File: src/rtl/pwm_breathe.sv
// pwm_breathe: multi-channel LED breathing controller built on one shared free-running PWM counter.
// Latency: LED, period_start and step are registered, one cycle after the counter state that produces them.
// Backpressure: none. en=0 freezes all state and drives the LEDs inactive from the next cycle.
//
// Ports:
//   CLK          system clock; all state changes on its rising edge
//   RST_N        asynchronous active-low reset
//   en           run enable
//   mode         0 = triangle ramp, 1 = sawtooth ramp
//   LED          registered PWM outputs, one per channel (inverted when ACTIVE_LOW)
//   period_start one-cycle pulse after the PWM counter wraps to 0
//   step         one-cycle pulse after each prescaler tick
//
// Optional feature: define PWM_BREATHE_GAMMA_EN to square the level before it is
// loaded as duty, which gives perceptual brightness. Without it, duty equals level.
module pwm_breathe #(
  parameter int CHANNELS   = 4,
  parameter int WIDTH      = 8,
  parameter int PRESCALE   = 65536,
  parameter int MAX_LEVEL  = 128,
  parameter int ACTIVE_LOW = 1
) (
  input  logic                CLK,
  input  logic                RST_N,
  input  logic                en,
  input  logic                mode,
  output logic [CHANNELS-1:0] LED,
  output logic                period_start,
  output logic                step
);

  // Prescaler width. Keep at least one bit so that PRESCALE=1 still elaborates.
  localparam int              PW         = (PRESCALE > 1) ? $clog2(PRESCALE) : 1;
  localparam logic [PW-1:0]   PRESC_LAST = PW'(PRESCALE - 1);
  localparam logic [WIDTH-1:0] CNT_LAST  = {WIDTH{1'b1}};
  localparam logic [WIDTH-1:0] LVL_MAX   = WIDTH'(MAX_LEVEL);
  localparam logic            LED_OFF    = (ACTIVE_LOW != 0);

  logic [PW-1:0]    presc;
  logic [WIDTH-1:0] pwm_cnt;
  logic [WIDTH-1:0] level     [CHANNELS];
  logic [WIDTH-1:0] level_nxt [CHANNELS];
  logic [WIDTH-1:0] duty      [CHANNELS];
  logic [CHANNELS-1:0] dir;      // 0 = ramping up, 1 = ramping down
  logic [CHANNELS-1:0] dir_nxt;
  logic tick;
  logic wrap;

  assign tick = en && (presc == PRESC_LAST);
  assign wrap = en && (pwm_cnt == CNT_LAST);

  function automatic logic [WIDTH-1:0] shaped(input logic [WIDTH-1:0] l);
`ifdef PWM_BREATHE_GAMMA_EN
    logic [2*WIDTH-1:0] sq;
    sq = {{WIDTH{1'b0}}, l} * {{WIDTH{1'b0}}, l};
    return sq[2*WIDTH-1:WIDTH];
`else
    return l;
`endif
  endfunction

  // Ramp step. Turnaround happens on the tick that finds the level at an
  // end point, so the ramp never dwells at 0 or MAX_LEVEL. Sawtooth leaves
  // dir untouched so a return to triangle continues in the old direction.
  always_comb begin
    for (int i = 0; i < CHANNELS; i++) begin
      level_nxt[i] = level[i];
      dir_nxt[i]   = dir[i];
      if (mode) begin
        level_nxt[i] = (level[i] == LVL_MAX) ? '0 : level[i] + WIDTH'(1);
      end else if (!dir[i]) begin
        if (level[i] == LVL_MAX) begin
          dir_nxt[i]   = 1'b1;
          level_nxt[i] = level[i] - WIDTH'(1);
        end else begin
          level_nxt[i] = level[i] + WIDTH'(1);
        end
      end else begin
        if (level[i] == '0) begin
          dir_nxt[i]   = 1'b0;
          level_nxt[i] = level[i] + WIDTH'(1);
        end else begin
          level_nxt[i] = level[i] - WIDTH'(1);
        end
      end
    end
  end

  always_ff @(posedge CLK or negedge RST_N) begin
    if (!RST_N) begin
      presc        <= '0;
      pwm_cnt      <= '0;
      dir          <= '0;
      LED          <= {CHANNELS{LED_OFF}};
      period_start <= 1'b0;
      step         <= 1'b0;
      for (int i = 0; i < CHANNELS; i++) begin
        // Staggered start levels put the channels out of phase.
        level[i] <= WIDTH'((i * MAX_LEVEL) / CHANNELS);
        duty[i]  <= '0;
      end
    end else begin
      period_start <= wrap;
      step         <= tick;
      if (en) begin
        presc   <= tick ? '0 : presc + PW'(1);
        pwm_cnt <= pwm_cnt + WIDTH'(1);
      end
      for (int i = 0; i < CHANNELS; i++) begin
        if (tick) begin
          level[i] <= level_nxt[i];
          dir[i]   <= dir_nxt[i];
        end
        // Duty only changes at the period boundary, so a period is never cut
        // short or stretched. A coincident tick loads the pre-update level.
        if (wrap) begin
          duty[i] <= shaped(level[i]);
        end
        LED[i] <= en ? ((pwm_cnt < duty[i]) ^ LED_OFF) : LED_OFF;
      end
    end
  end

endmodule

File: config.mk
export PLATFORM = sky130hd
export DESIGN_NAME = pwm_breathe
export DESIGN_NICKNAME = d
export VERILOG_FILES = /design/src/rtl/pwm_breathe.sv
export SDC_FILE = /design/constraint.sdc
export NUM_CORES = 1
export LEC_CHECK = 0
export CAP_MARGIN = 5
export CORE_MARGIN = 2
export CORE_UTILIZATION = 50
export DETAILED_ROUTE_END_ITERATION = 7
export PLACE_DENSITY = 0.66
export SETUP_SLACK_MARGIN = 0.1
export SKIP_CTS_REPAIR_TIMING = 1
export SLEW_MARGIN = 20
export SYNTH_ARGS = -nofsm -noshare
export SYNTH_HDL_FRONTEND = slang
export SYNTH_SLANG_ARGS = --single-unit
File: constraint.sdc
create_clock -name CLK -period 2.75 [get_ports CLK]
set_clock_uncertainty 0.05 [all_clocks]
set_input_delay 0.4125 -clock CLK [delete_from_list [all_inputs] [get_ports CLK]]
set_output_delay 0.4125 -clock CLK [all_outputs]
set_load 0.005 [all_outputs]
Word-level counts from Yosys, hierarchy flattened
Index checks and enable logic that the tools add are counted. W data, S select, Z words.

Bits in read-only memories: 0. Memories kept: 0. Bits in latches: 0. Bits in registers: 98. Input port bits: 4. Output and inout port bits: 6. RAM bits: 0. Word-level logic and storage cells: 83.

Divide/modulo/power cells: 0. Multipliers: 0. Mux-type cells: 37. Bitwise logic cells: 5. $lt $le $gt $ge: 4. Add/subtract/negate cells: 10. Equal/unequal tests: 6. Reductions and logical operators: 7. Shift-type cells: 0.

Operator list (number): $mux W8 (20); $add A8 B1 Y8 const B (5); $eq A8 B8 Y1 const B (5); $logic_not A8 Y1 (4); $lt A8 B8 Y1 (4); $sub A8 B1 Y8 const B (4); $add A16 B1 Y16 const B (1); $eq A16 B16 Y1 const B (1); $mux W1 (16); $mux W16 (1); $not A1 Y1 (5); $logic_and A1 B1 Y1 (2); $reduce_and A2 Y1 (1).

Logic depth before layout (Yosys ltp)
Word-level depth: 4. Depth in mapped cells: 9. Gate-level depth less buffers: 7.

Worst setup path after synthesis
OpenSTA, ideal clock, no wires.

Path type: reg-to-reg. Start point: reg level[8] (netlist name). End point: reg level[11] (netlist name). Clock period less this slack: 2.141 ns. Cell stages (with the launch flop): 8. Slack: 0.609 ns. Path buffers: 0. Data required time: 2.574 ns. Arrival: 1.964 ns. Library setup time: 0.126 ns. Cells stage by stage: dfrtp_1 > inv_1 > ha_1 > or4b_4 > o21ai_4 > o21ai_2 > a22o_1 > a311o_1.

Word-level cells in the longest chain between the ends: 4. Elaborated cells on any way between the ends: 9. Classes of those cells: add/sub (2); eq/ne (1); mux (5); reduce/logical (1).

Ends and longest elaborated chain: from (decl) (RTL line 41) `logic [WIDTH-1:0] level [CHANNELS];`; from (signal, indexed assignment) (RTL line 99) `level[i] <= WIDTH'((i * MAX_LEVEL) / CHANNELS);`; from (signal, indexed assignment) (RTL line 111) `level[i] <= level_nxt[i];`; $add A8 B1 Y8, or another cell as far along (RTL line 70, 76, 81); $mux W8 (on tied branches) (RTL line 72, 79); $mux W8 (RTL line 71) `end else if (!dir[i]) begin`; $mux W8 * (RTL line 69) `if (mode) begin`.

Every way passes the cells marked *; elsewhere a longest branch is shown, timed or not. A chain may end at the register's enable or synchronous reset.

Final worst setup path
Start point: reg level[8] (netlist name). End point: reg level[14] (netlist name).

Same word-level chain as after synthesis.

==> flow_summary.rst <==
.. list-table::
   :header-rows: 1

   * - Metric
     - Value
   * - Most instantiated flip-flop cell in the synthesis netlist
     - dfrtp_1
   * - Number of buffers created by CTS
     - 9
   * - Height of the die
     - 115 um
   * - Pre-CTS worst setup slack
     - 228 ps
   * - Placed Area
     - 0.00643 mm^2
   * - Number of max-slew violations in the final report
     - 0
   * - Area inside the core boundary
     - 0.0120 mm^2
   * - Number of synthesized flops with an enable pin
     - 0
   * - Average cell area after synthesis
     - approximately 9.4 um^2
   * - Clock Root Buffer
     - clkbuf_16
   * - Achievable clock frequency
     - 0.413 GHz
   * - Global-route wire length before repair
     - 23,500 um
   * - Final sum of negative setup slack
     - 0 ps
   * - Share of total power in sequential cells
     - 48.4%
   * - Commonest cells after routing, fill and taps aside
     - 90 x dfrtp_1, 57 x nand2_1, 43 x inv_1, 43 x o21ai_0, 42 x ha_1
   * - Commonest non-fill, non-tap cell in the layout
     - dfrtp_1
   * - Min-delay worst type
     - input port to asynchronous set/reset pin
   * - Area growth from synthesis to final layout
     - 9.06%
   * - Worst path slowest cell
     - nor4b_1
   * - Initial drt markers
     - around 270
   * - Die Outline Area
     - 0.0132 mm^2
   * - Post-synthesis mux area share
     - 6.99%
   * - Portion of the clock cycle consumed by the worst path in the final layout
     - 88.0%
   * - Initial antenna violation count
     - 0
   * - Internal power of the cells
     - 2540 uW
   * - # Max-Cap Violations
     - 0
   * - Asr flop ratio synth
     - 100%
   * - # setup viols final
     - 0
   * - Compound-cell area share of the yosys netlist
     - 16.6%
   * - DP HPWL
     - 9670 um
   * - Simple-gate portion of the synthesized area
     - approximately a fifth
   * - Clock transition at path regs
     - 70 ps
   * - Combinational share of power
     - 17.9%
   * - Worst slew pin tran
     - 756 ps
   * - Ports
     - 10
   * - Top fanout value on the critical path
     - 10
   * - Setup repair after global routing missed its margin
     - no
   * - Max_slew headroom
     - 49.6%
   * - Overall Global Routing Usage
     - 22.5%
   * - FF+latch count, synth
     - 98
   * - Clock H-tree levels
     - 3
   * - Result of the run
     - completed
   * - Number of filler instances in the final layout
     - 1,054
   * - Final layout net count
     - 706
   * - Dominant combinational cell family by area after synthesis
     - simple AND/OR/NAND/NOR gates
   * - Routed len/inst
     - 17.1 um
   * - Fraction of power consumed by the clock network
     - 33.7%
   * - Detailed-route DRC error count
     - 0
   * - Via count normalized by instance count
     - 6.14
   * - Bufs on Longest Clock Path
     - 2
   * - Clock tree from TritonCTS
     - built
   * - Net switching power
     - 1120 uW
   * - Cell class contributing the biggest share of worst-path delay
     - simple AND/OR/NAND/NOR gates
   * - Sequential cell area fraction in the yosys report
     - 40.0%
   * - Count of different cell masters after synthesis
     - 75
   * - Startpoint-to-endpoint class of the critical path
     - flip-flop to flip-flop
   * - Area of the mapped netlist
     - 0.00616 mm^2
   * - Number of search-and-repair iterations in the first detailed-routing pass
     - 7
   * - Final-report hold violation count
     - 0
   * - Number of buffers added on ports
     - 9
   * - Data required time at the worst endpoint
     - about 3000 ps
   * - Setup slack of the critical path after layout
     - 331 ps
   * - Power density over cell area
     - 545 mW/mm^2
   * - Arrival @ worst endpoint
     - ~2600 ps
   * - Instance count of the mapped netlist
     - 655
   * - Shortest period the worst path allows
     - 2420 ps
   * - Buffering stage count on the worst path with inverters included
     - 1
   * - Cell Chain, Critical Path
     - inv_1, ha_1, nor4b_1, nand3_2, a221o_1, a221oi_1, mux2i_1
   * - Share of the synthesized netlist area taken by xor and xnor gates
     - 2.70%
   * - Number of synthesis warnings
     - 0
   * - Peak supply drop
     - 0.000261 V
   * - Clk sinks
     - between 90 and 100
   * - Max stage delay on crit path
     - 440 ps
   * - Antenna Violating Nets Remaining
     - 0
   * - Area of all placed cells without fillers
     - 0.00672 mm^2
   * - Capturing element type of the critical path
     - flip-flop
   * - Final core area utilization
     - 55.9%
   * - Switching power share of the total
     - 30.7%
   * - Overall via count from detail_route
     - 4,989
   * - Maximum number of pins on one net before global-route repair
     - just under 60
   * - Count of antenna diodes in the layout
     - 0
   * - Number of global-route vias before repair
     - slightly below 5,000
   * - Total Power Consumption
     - approximately 3700 uW
   * - Worst-Skew Late Latency
     - 360 ps
   * - Launching element type of the critical path
     - flip-flop
   * - Total nets after synthesis
     - roughly 700
   * - Placement Rows
     - 40
   * - Total length of routed wires
     - 13,900 um
   * - Pleak
     - between 0.002 and 0.003 uW
   * - Area share of fa/ha/maj cells after synthesis
     - 8.53%
   * - Initial Util
     - 51.3%
   * - Die Width
     - roughly 110 um
   * - Share of post-route cells with drive strength above 1
     - 13.2%
   * - Sum of overflow across all layers after global routing
     - 0
   * - Routability congestion estimate
     - approximately 0.87
==> per-stage QoR <==
| step | hold slack [ps] | std cells |
|---|---|---|
| after floorplan | 66.9 | 655 |
| after global placement | 412 | 796 |
| after detailed placement | 422 | 796 |
| after CTS | 103 | 812 |
| after global routing | 132 | 812 |
| final | 75.7 | 812 |
==> power groups by stage <==
stage	Clock [uW]	Combinational (uW)	Sequential (uW)
final	1230	655	1770
after floorplan	0	453	1720
after detailed placement	0	659	1800
after global placement	0	616	1790
after CTS	1260	667	1770
after global routing	1320	778	1790
==> state kept, by name, summed over array words and instances (netlist names) <==
register,cells
dir,4
step,1
LED,4
period_start,1
pwm_cnt,8
level,32
duty,32
presc,16
==> area by class of cell <==
class | instances | area [um^2] | share of cell area, %
clock inverters | 7 | 62.6 | 0.932
well taps | 147 | 184 | 2.74
multi-input cells | 481 | 3380 | 50.3
inverters | 45 | 169 | 2.52
clock buffers | 9 | 225 | 3.35
repair buffers | 25 | 233 | 3.47
flip-flops and latches | 98 | 2460 | 36.7
==> kinds of logic (layout without fill, tap and decap cells) <==
kind of cell	Yosys count	after routing
flip-flops	98	98
AND/OR/NAND/NOR	231	231
AO/OA/AOI/OAI	150	150
multiplexers	39	39
buffers and inverters	76	86
XOR/XNOR	19	19
adder cells (fa/ha/maj)	42	42
==> routing by layer <==
layer	track usage, %	share of wire, %	routed length (um)	vias to the layer above
met3	3.64	3.7	507	24
met2	36.9	48	6650	129
li1	-	-	-	2408
met1	29.8	46	6420	2428
met4	9.08	2.2	304	0
met5	0	0	0	-
==> cell usage after synthesis, types with 12 or more instances <==
library cell / count / area, um^2
nand2_1: 57 / 214
a21oi_1: 27 / 135
nor2_1: 33 / 124
dfrtp_1: 90 / 2250
mux2_2: 32 / 360
nand3_1: 24 / 120
inv_1: 43 / 161
xnor2_1: 12 / 105
ha_1: 42 / 526
clkbuf_1: 16 / 60.1
o21ai_0: 43 / 215
and3_1: 19 / 119
nor3_1: 24 / 120
==> final timing paths <==
path	startpoint	endpoint	slack (ps)	cells after the start
max	level[8]	level[14]	330	7
min	RST_N	level[4]	80	1
max reg2reg	level[8]	level[14]	330	7
min reg2reg	duty[16]	duty[16]	430	2
max in group asynchronous	RST_N	level[21]	1850	2
min in group CLK	duty[16]	duty[16]	430	2
Note: power is estimated with default switching activity, not from simulation.
